File: src/rtl/i2c_arb_pkg.sv
// Shared types and constants for the I2C command arbiter.
package i2c_arb_pkg;

  localparam int I2C_ADDR_W = 7;
  localparam int I2C_DATA_W = 8;

  typedef enum logic [1:0] {
    ST_IDLE      = 2'd0,
    ST_ISSUE     = 2'd1,
    ST_WAIT_DONE = 2'd2,
    ST_RESP      = 2'd3
  } arb_state_e;

  localparam logic [1:0] ERR_OK      = 2'b00;
  localparam logic [1:0] ERR_NACK    = 2'b01;
  localparam logic [1:0] ERR_TIMEOUT = 2'b10;

endpackage

File: src/rtl/i2c_arb_rr.sv
// Two-way round-robin pick: a lone requester always wins, a tie goes to the
// requester that was not granted last.
module i2c_arb_rr (
  input  logic [1:0] i_valid,
  input  logic       i_lg,
  output logic       o_grant,
  output logic       o_any
);

  assign o_any   = |i_valid;
  assign o_grant = (&i_valid) ? ~i_lg : i_valid[1];

endmodule

File: src/rtl/i2c_cmd_arbiter.sv
// Two-requester arbiter/sequencer in front of the single I2C master engine.
// Optional build macro: I2C_ARB_TIMEOUT_EN adds the WAIT_DONE timeout counter.
//
// state        | meaning
// -------------+------------------------------------------------------------
// ST_IDLE      | ready offered to the round-robin winner, waiting for a command
// ST_ISSUE     | command latched, waiting for m_busy=0 to pulse m_start
// ST_WAIT_DONE | engine running, waiting for m_done (or timeout)
// ST_RESP      | response held on the owner's channel until taken
module i2c_cmd_arbiter
  import i2c_arb_pkg::*;
#(
  parameter int unsigned TIMEOUT_CYCLES = 65535,
  parameter int unsigned TO_W           = 16
) (
  input  logic                  clk,
  input  logic                  res_n,
  input  logic                  req0_valid,
  output logic                  req0_ready,
  input  logic [I2C_ADDR_W-1:0] req0_addr,
  input  logic                  req0_rw,
  input  logic [I2C_DATA_W-1:0] req0_wdata,
  input  logic                  req1_valid,
  output logic                  req1_ready,
  input  logic [I2C_ADDR_W-1:0] req1_addr,
  input  logic                  req1_rw,
  input  logic [I2C_DATA_W-1:0] req1_wdata,
  output logic                  rsp0_valid,
  input  logic                  rsp0_ready,
  output logic                  rsp1_valid,
  input  logic                  rsp1_ready,
  output logic [I2C_DATA_W-1:0] rsp_rdata,
  output logic [1:0]            rsp_err,
  output logic                  m_start,
  output logic [I2C_ADDR_W-1:0] m_addr,
  output logic                  m_rw,
  output logic [I2C_DATA_W-1:0] m_wdata,
  input  logic                  m_busy,
  input  logic                  m_done,
  input  logic                  m_nack,
  input  logic [I2C_DATA_W-1:0] m_rdata
);

  if ((TIMEOUT_CYCLES < 2) || ((TIMEOUT_CYCLES >> TO_W) != 0)) begin : g_bad_cfg
    $error("i2c_cmd_arbiter: TIMEOUT_CYCLES must be >= 2 and fit in TO_W bits");
  end

  arb_state_e            r_state;
  logic                  r_lg;
  logic                  r_owner;
  logic [I2C_ADDR_W-1:0] r_addr;
  logic                  r_rw;
  logic [I2C_DATA_W-1:0] r_wdata;
  logic [I2C_DATA_W-1:0] r_rdata;
  logic [1:0]            r_err;

  logic w_grant;
  logic w_any;
  logic w_rsp_take;
  logic w_to_hit;

  i2c_arb_rr u_rr (
    .i_valid ({req1_valid, req0_valid}),
    .i_lg    (r_lg),
    .o_grant (w_grant),
    .o_any   (w_any)
  );

  assign req0_ready = (r_state == ST_IDLE) && w_any && !w_grant;
  assign req1_ready = (r_state == ST_IDLE) && w_any &&  w_grant;

  // m_start is combinational so it fires in the same cycle the engine frees up.
  assign m_start    = (r_state == ST_ISSUE) && !m_busy;
  assign rsp0_valid = (r_state == ST_RESP) && !r_owner;
  assign rsp1_valid = (r_state == ST_RESP) &&  r_owner;
  assign w_rsp_take = r_owner ? rsp1_ready : rsp0_ready;

  assign m_addr    = r_addr;
  assign m_rw      = r_rw;
  assign m_wdata   = r_wdata;
  assign rsp_rdata = r_rdata;
  assign rsp_err   = r_err;

`ifdef I2C_ARB_TIMEOUT_EN
  // Hit fires in the cycle where the post-increment count reaches TIMEOUT_CYCLES-1,
  // so the timeout response appears TIMEOUT_CYCLES cycles after m_start.
  localparam logic [TO_W-1:0] TO_HIT = TO_W'(TIMEOUT_CYCLES - 2);
  logic [TO_W-1:0] r_to_cnt;

  // Timeout counter: cleared on m_start, counts every WAIT_DONE cycle.
  always_ff @(posedge clk or negedge res_n) begin
    if (!res_n) begin
      r_to_cnt <= '0;
    end else if (m_start) begin
      r_to_cnt <= '0;
    end else if (r_state == ST_WAIT_DONE) begin
      r_to_cnt <= r_to_cnt + 1'b1;
    end
  end

  assign w_to_hit = (r_state == ST_WAIT_DONE) && (r_to_cnt == TO_HIT);
`else
  assign w_to_hit = 1'b0;
`endif

  // Main sequencer: accept, issue, wait for completion, hand back the response.
  always_ff @(posedge clk or negedge res_n) begin
    if (!res_n) begin
      r_state <= ST_IDLE;
      r_lg    <= 1'b1;
      r_owner <= 1'b0;
      r_addr  <= '0;
      r_rw    <= 1'b0;
      r_wdata <= '0;
      r_rdata <= '0;
      r_err   <= ERR_OK;
    end else begin
      case (r_state)
        ST_IDLE: begin
          if (w_any) begin
            r_owner <= w_grant;
            r_lg    <= w_grant;
            r_addr  <= w_grant ? req1_addr  : req0_addr;
            r_rw    <= w_grant ? req1_rw    : req0_rw;
            r_wdata <= w_grant ? req1_wdata : req0_wdata;
            r_state <= ST_ISSUE;
          end
        end
        ST_ISSUE: begin
          if (!m_busy) r_state <= ST_WAIT_DONE;
        end
        ST_WAIT_DONE: begin
          if (m_done) begin
            r_rdata <= m_rdata;
            r_err   <= m_nack ? ERR_NACK : ERR_OK;
            r_state <= ST_RESP;
          end else if (w_to_hit) begin
            r_rdata <= '0;
            r_err   <= ERR_TIMEOUT;
            r_state <= ST_RESP;
          end
        end
        ST_RESP: begin
          if (w_rsp_take) r_state <= ST_IDLE;
        end
        default: r_state <= ST_IDLE;
      endcase
    end
  end

endmodule

File: config.mk
export PLATFORM = sky130hd
export DESIGN_NAME = i2c_cmd_arbiter
export DESIGN_NICKNAME = d
export VERILOG_FILES = /design/src/rtl/i2c_arb_pkg.sv /design/src/rtl/i2c_arb_rr.sv /design/src/rtl/i2c_cmd_arbiter.sv
export SDC_FILE = /design/constraint.sdc
export NUM_CORES = 1
export LEC_CHECK = 0
export ABC_CLOCK_PERIOD_IN_PS = 1950
export CAP_MARGIN = 20
export CORE_UTILIZATION = 37
export CTS_CLUSTER_DIAMETER = 40
export DETAILED_ROUTE_END_ITERATION = 10
export GPL_TIMING_DRIVEN = 0
export HOLD_SLACK_MARGIN = 0.03
export PLACE_DENSITY_LB_ADDON = 0.08
export RECOVER_POWER = 25
export SYNTH_ARGS = -nofsm -noshare
export SYNTH_HDL_FRONTEND = slang
export SYNTH_SLANG_ARGS = --single-unit
File: constraint.sdc
create_clock -name clk -period 1.95 [get_ports clk]
set_clock_uncertainty 0.1 [all_clocks]
set_input_delay 0.39 -clock clk [delete_from_list [all_inputs] [get_ports clk]]
set_output_delay 0.39 -clock clk [all_outputs]
set_load 0.005 [all_outputs]
After elaboration in Yosys (flattened, before gate mapping)
Cells that the tools add are included.

Eq/ne operators: 7. Mux-type cells: 11. Bitwise gates (word level): 1. Reduce and logical (&&, ||, !) cells: 15.

Operators by type and width (count): two-way mux 2 bit (4); two-way mux 8 bit (1); inequality test 2 bit, second input constant (4); case mux 2 bit (4 select lines) (1); two-way mux 7 bit (1); logical AND 1 bit (6); AND reduction 2 bit (3); == test 2 bit, second input constant (2); two-way mux 1 bit (4); AND reduction 4 bit (1); logical NOT 1 bit (3); == test 2 x 1 -> 1 bit, second input constant (1); logical NOT 2 bit (1); OR reduction 2 bit (1); inverter 1 bit (1).

Bits in registers: 30. Input port bits: 49. Output and inout port bits: 31. Logic and storage cells: 42.

Logic depth before layout (Yosys ltp)
Gate-level depths: netlist of the first run.

Depth in word-level cells: 4. Depth in mapped cells: 6.

Hierarchy
A second synthesis of the first run with hierarchy kept.

Cell total of the unflattened synthesis: 121. Area total of the unflattened synthesis: 1358.8 um2.

By module, submodules not included: i2c_cmd_arbiter (times used 1, cells each 119, area each 1345.0 um2, sequential area each 726.9 um2); i2c_arb_rr (times used 1, cells each 2, area each 13.8 um2, sequential area each 0.0 um2).

Worst setup path before layout of the first run
No wires, ideal clock.

Path kind: register to output. Start point: register r_state[0]. End point: output req0_ready. Arrival: 1.148 ns. Data required time: 1.460 ns. Slack: 0.312 ns. Stages on the path, launching flop included: 6. Buffers on the path: 1. Cell sequence: dfrtp_1 > inv_1 > ha_1 > o21ai_1 > buf_2 > nor2_1.

Longest elaborated chain between the ends: 3.

RTL lines: from (decl) (line i2c_cmd_arbiter.sv:48) `arb_state_e r_state;`; from (signal assigned) (line i2c_cmd_arbiter.sv:109) `r_state <= ST_IDLE;`; from (signal assigned) (line i2c_cmd_arbiter.sv:126) `r_state <= ST_ISSUE;`; from (signal assigned) (line i2c_cmd_arbiter.sv:130) `if (!m_busy) r_state <= ST_WAIT_DONE;`; logical NOT 2 bit (line i2c_cmd_arbiter.sv:69) `assign req0_ready = (r_state == ST_IDLE) && w_any && !w_grant;`; logical AND 1 bit (2 in a row) (line i2c_cmd_arbiter.sv:69); to (decl) (line i2c_cmd_arbiter.sv:19) `output logic req0_ready,`.

Every way passes these cells.

Worst setup path after layout of the first run
Start point: register r_state[0]. End point: output req1_ready.

Longest elaborated chain between the ends: 3.

RTL lines: logical NOT 2 bit (line i2c_cmd_arbiter.sv:70) `assign req1_ready = (r_state == ST_IDLE) && w_any && w_grant;`; logical AND 1 bit (2 in a row) (line i2c_cmd_arbiter.sv:70); to (decl) (line i2c_cmd_arbiter.sv:24) `output logic req1_ready,`.

Every way passes these cells.

==> results of run 1 <==
==> worst max-delay path, delay by kind of cell, from the launching register on <==
| family | cells | cell delay, ns |
|---|---|---|
| DFF | 1 | 0.36 |
| adders and majority gates | 1 | 0.15 |
| buffers and inverters | 3 | 0.46 |
| and+or+nand+nor | 1 | 0.18 |
==> cell families (layout without fill, tap and decap cells) <==
logic type / after synthesis / count (layout) / synth area share [%]
AO/OA/AOI/OAI: 23 / 23 / 9.81
buffers and inverters: 9 / 102 / 4.72
adder cells (fa/ha/maj): 4 / 4 / 3.63
other: 1 / 1 / 0.272
multiplexers: 27 / 27 / 20.5
flip-flops: 29 / 29 / 52.8
AND/OR/NAND/NOR: 27 / 27 / 8.27
==> per-stage QoR <==
step	setup WS, ns	hold WS [ns]	area, um^2	power (mW)	setup TNS (ns)
2_1_floorplan	0.312	-0.00559	1380	1.72	0
3_3_place_gp	-0.630	0.364	2220	2.49	-3.39
3_5_place_dp	-0.637	0.370	2240	2.57	-1.15
4_1_cts	0.00462	0.383	2420	3.22	0
5_1_grt	0.00297	0.412	2380	3.38	0
6_report	0.0453	0.379	2380	3.15	0
==> registers in the layout, indices dropped and copies added, names as in the netlist <==
register and count:
m_addr 7, m_rw 1, m_wdata 8, r_lg 1
r_owner 1, r_state 2, rsp_err 1, rsp_rdata 8
==> worst max-delay path by stage <==
stage | start | end | slack [ns] | cells after the start
after floorplan | r_state[0] | req0_ready | 0.31 | 5
after global placement | req0_valid | req0_ready | -0.63 | 5
after detailed placement | req0_valid | req0_ready | -0.64 | 5
after CTS | r_lg | req1_ready | 0.005 | 4
after global routing | r_state[0] | req1_ready | 0.003 | 5
final | r_state[0] | req1_ready | 0.05 | 5
==> cells in the final DEF (no fill, tap or decap), drive strengths merged, types with 2 or more instances in the layout <==
cell	Yosys	final
inv	3	3
ha	4	4
nor2b	2	2
clkdlybuf4s15	0	2
mux2i	17	17
clkdlybuf4s50	0	70
nand2	19	19
o21ai	17	17
clkbuf	1	9
dlygate4sd2	0	4
and2	2	2
buf	5	13
nor2	3	3
mux2	10	10
dfrtp	28	28
==> area by class of cell <==
class | instances | area share (%)
plain buffers | 4 | 1.58
clock buffers | 7 | 3.62
inverters | 3 | 0.473
multi-input cells | 82 | 26.0
flip-flops and latches | 29 | 30.5
well taps | 46 | 2.42
repair buffers | 88 | 35.4
==> metal layers <==
| layer | track usage (%) | up-vias | part of all wire (%) |
|---|---|---|---|
| met3 | 8.21 | 6 | 8.0 |
| met1 | 20.6 | 578 | 38 |
| li1 | - | 596 | - |
| met4 | 6.69 | 0 | 1.1 |
| met2 | 35.2 | 49 | 53 |
| met5 | 0 | - | 0 |
==> report_power, final <==
group / internal [mW] / switching [mW]
Clock: 0.279 / 0.204
Sequential: 0.911 / 0.163
Combinational: 0.982 / 0.606
Total: 2.17 / 0.974
==> what timing repair did <==
action	in CTS	in global routing
gates cloned	0	0
endpoints found under the setup margin	5	4
resized for setup	19	3
pin swaps	1	1
setup buffers	9	0
==> impl_metrics.toml, run 1 <==
[layout]
area_delta_synth_final_pct = 72.9
multi_input_area_um2 = 619
finalNonFillerCells = 259
num-fill-cells = 272
drive_above_1_share_pct = 18.8
regArea_um2 = 727
final_util_pct = 69.2
nets = 266
diodes = 0

[synthesis]
yosys.cell_types.count = 27
synth_edf_count = 0
synth_nets = 173
ys_ff_latch = 29
seq_area_frac_synth_pct = 52.8
synth_top_area_share_pct = 50.9
synthCells = 120
async_reset_ff_share_pct = 100
yosys-top-cells-count = "dfrtp_1, nand2_1, mux2i_1"
syn_avg_cell_area_um2 = 11.5
yosys.area.top_type = "dfrtp_1"
synthMostInstantiatedCell = "dfrtp_1"
syn_area_um2 = 1380
ys.flop_type = "dfrtp_1"
ys_warn_count = 0
yosys-top-cells-area = "dfrtp_1, mux2i_1, mux2_2"

[route]
vias_per_cell = 4.75
antenna_left = 0
wl_per_cell_um = 13.5
drc = 0
vias = 1229
routed_wl_mm = 3.51
drtIter0Drc = 49
drtPass1Iterations = 4

[floorplan]
rows = 21
io_pins = 80
die_x_um = 63.0
core_um2 = 3440
dieHeight_um = 63.0
dieArea_um2 = 3970
start_util_pct = 40.0

[worst_setup_path]
worstRegToRegCells = 5
rrSetupSlack_ns = 0.28
cp-start-kind = "register"
crit_path_max_fanout = 5
slowest_delay_ns = 0.36
cp_data_arrival_time_ns = 1.41
slowest_stage = "dfrtp_1"
path_class = "register to output port"
reg2reg_to = "rsp_err[0]"
crit_path_end_kind = "output port"
r2r_start = "r_state[0]"
crit_required_ns = 1.46
crit_chain = "inv_2 -> ha_4 -> buf_4 -> and2_2 -> dlygate4sd2_1"

[grt]
grt_start_max_net_pins = 20
overflow = 0
antenna_found_initial = 0
grt_pass1_vias = 1285
grt.total_usage_pct = 19.8
grt_pass1_wl_mm = 5.88

[cts]
path_clk_slew_ns = 0.06
cts_tree = "done"
numCtsBuffers = 5
ctsHoldBuffers = 0
root_buffer = "clkbuf_8"
cts_buffer_depth = 2
cts_max_level = 2
clkLatencyLatePin_ns = 0.27
cts.sinks = 29

[sta]
max_clock_freq_mhz = 525
drv_slew = 0
fin_crit_sh_pct = 97.7
rsz0062_at_grt = "false"
setup_violations = 0
final_hold_viol_count = 0
final.min_clock_period_ns = 1.90

[hold_path]
hp-start = "m_addr[1]"
holdPathEnd = "m_addr[1]"
hold_path.class = "register to register"
holdPathStages = 2

[power]
p_leak_nw = 1.07
powerDensity_nw_per_um2 = 1320
irDropWorstVdd_uv = 640

[placed_design]
port_buffers = 78
dp.cells = 245
dp_hpwl_mm = 2.70
gp_congestion = 0.737

[flow_run]
maxCapViolations = 0

[status]
status = "completed"
Note: power is estimated with default switching activity, not from simulation.
==> run 2: changes to the inputs <==
--- a/config.mk
+++ b/config.mk
@@ -5,9 +5,10 @@
 export SDC_FILE = /design/constraint.sdc
 export NUM_CORES = 1
 export LEC_CHECK = 0
-export ABC_CLOCK_PERIOD_IN_PS = 1950
+export ABC_CLOCK_PERIOD_IN_PS = 2500
 export CAP_MARGIN = 20
-export CORE_UTILIZATION = 37
+export CORE_MARGIN = 4
+export CORE_UTILIZATION = 40
 export CTS_CLUSTER_DIAMETER = 40
 export DETAILED_ROUTE_END_ITERATION = 10
 export GPL_TIMING_DRIVEN = 0
==> constraint.sdc (replaced) <==
create_clock -name clk -period 2.5 [get_ports clk]
set_clock_uncertainty 0.1 [all_clocks]
set_input_delay 0.5 -clock clk [delete_from_list [all_inputs] [get_ports clk]]
set_output_delay 0.5 -clock clk [all_outputs]
set_load 0.005 [all_outputs]
==> run 2 against run 1 <==
Net effect: combinational power is 24% lower; sequential cell count stayed put; worst hold slack better by 0.0050 ns; critical path type is now primary input to output port; critical endpoint is now req0_ready.
==> impl_metrics.toml, run 2 (synthesis results as in run 1) <==
[status]
status = "completed"

[worst_setup_path]
cp_data_arrival_time_ns = 1.82
path_class = "primary input to output port"
cp-start-kind = "primary input"
worstRegToRegCells = 4
crit_required_ns = 1.90
crit_path_end_kind = "output port"
crit_path_max_fanout = 10
rrSetupSlack_ns = 0.88

[layout]
multi_input_area_um2 = 609
final_area_um2 = 2340
final_common_cell = "clkdlybuf4s50_1"
num-fill-cells = 259
final_util_pct = 70.0
nets = 264
mostFrequentLayoutCells = "clkdlybuf4s50_1, dfrtp_1, nand2_1"
drive_above_1_share_pct = 16.6
regArea_um2 = 727
area_delta_synth_final_pct = 69.6
finalNonFillerCells = 257
diodes = 0

[route]
routed_wl_mm = 3.47
drtIter0Drc = 40
drc = 0
wl_per_cell_um = 13.5
vias_per_cell = 4.71
drtPass1Iterations = 4
vias = 1211
antenna_left = 0

[cts]
path_clk_slew_ns = 0.08
cts_buffer_depth = 2
cts_tree = "done"
cts_max_level = 2
clkLatencyLatePin_ns = 0.32
cts.sinks = 29
numCtsBuffers = 5
root_buffer = "clkbuf_4"

[floorplan]
rows = 21
start_util_pct = 41.3
core_um2 = 3340
io_pins = 80
die_x_um = 66.7
dieHeight_um = 66.7
dieArea_um2 = 4450

[flow_run]
maxCapViolations = 0

[grt]
grt_start_max_net_pins = 18
grt_pass1_vias = 1284
grt.total_usage_pct = 16.9
antenna_found_initial = 0
grt_pass1_wl_mm = 5.54
overflow = 0

[power]
p_sw_mw = 0.731
p_leak_nw = 1.02
clockPowerShare_pct = 12.1
power_frac_comb_pct = 52.0
seq_power_share_pct = 35.9
swShare_pct = 31.3
cell_internal_pwr_mw = 1.60
irDropWorstVdd_uv = 597
powerDensity_nw_per_um2 = 998

[sta]
rsz0062_at_grt = "false"
slew_headroom_pct = 38.5
timing.hold.ws_ns = 0.384
worst_pin_slew_ns = 0.922
final.min_clock_period_ns = 2.42
fin_crit_sh_pct = 96.9
drv_slew = 0
setup_violations = 0
final_hold_viol_count = 0
max_clock_freq_mhz = 413
fin_setup_tns_ns = 0

[hold_path]
holdPathStages = 2
hold_path.class = "register to register"

[placed_design]
placed_cell_area_um2 = 2240
dp_hpwl_mm = 2.72
dp.cells = 245
port_buffers = 78
gp_congestion = 0.683
==> run 2: critical path: stages <==
cell             delay, ns
dlygate4sd2_1         0.29
a21boi_2              0.18
buf_6                 0.13
buf_12                0.14
nor2_1                0.08
clkdlybuf4s50_1       0.50
==> run 2: worst paths after layout <==
check                           startpoint      endpoint
worst max register to register  r_state[0]  rsp_rdata[7]
worst max-delay path            req1_valid    req0_ready
max in group asynchronous            res_n  rsp_rdata[1]
worst min register to register  m_wdata[0]    m_wdata[0]
worst min-delay path            m_wdata[0]    m_wdata[0]
min in group asynchronous            res_n     m_addr[5]
==> run 2: power by group through the flow <==
stage               registers, mW  logic (mW)  clock network [mW]
global route                0.872        1.33               0.322
CTS                         0.840        1.20               0.298
finish                      0.837        1.21               0.282
detailed placement          0.845        1.16                   0
global placement            0.831        1.12                   0
floorplan                   0.853       0.491                   0
==> run 2: layout make-up <==
cell class                 count  area share, %
timing repair buffer          85           35.4
inverter                       3          0.482
tap                           46           2.46
buffer                         5           2.09
multi-input combinational     82           26.1
clock buffer                   7           2.36
sequential                    29           31.1
==> run 2: per-layer routing <==
layer  GRT usage, %  vias up  wire length [um]
met5              0        -                 0
met4           8.38        0                41
li1               -      594                 -
met2           30.0       47              1750
met3           4.55        6               294
met1           18.4      564              1390
==> run 2: through the flow <==
stage	setup WS, ns	power, mW
after CTS	0.0766	2.34
after global routing	0.00642	2.53
after floorplan	0.752	1.34
final	0.0775	2.33
after detailed placement	-0.317	2.00
after global placement	-0.253	1.95
==> run 2: repair_timing <==
action,CTS,global route
resized for setup,8,0
endpoints found under the setup margin,2,1
cloned,0,0
endpoints found under the hold margin,0,0
hold buffers,0,0
setup buffers,2,4
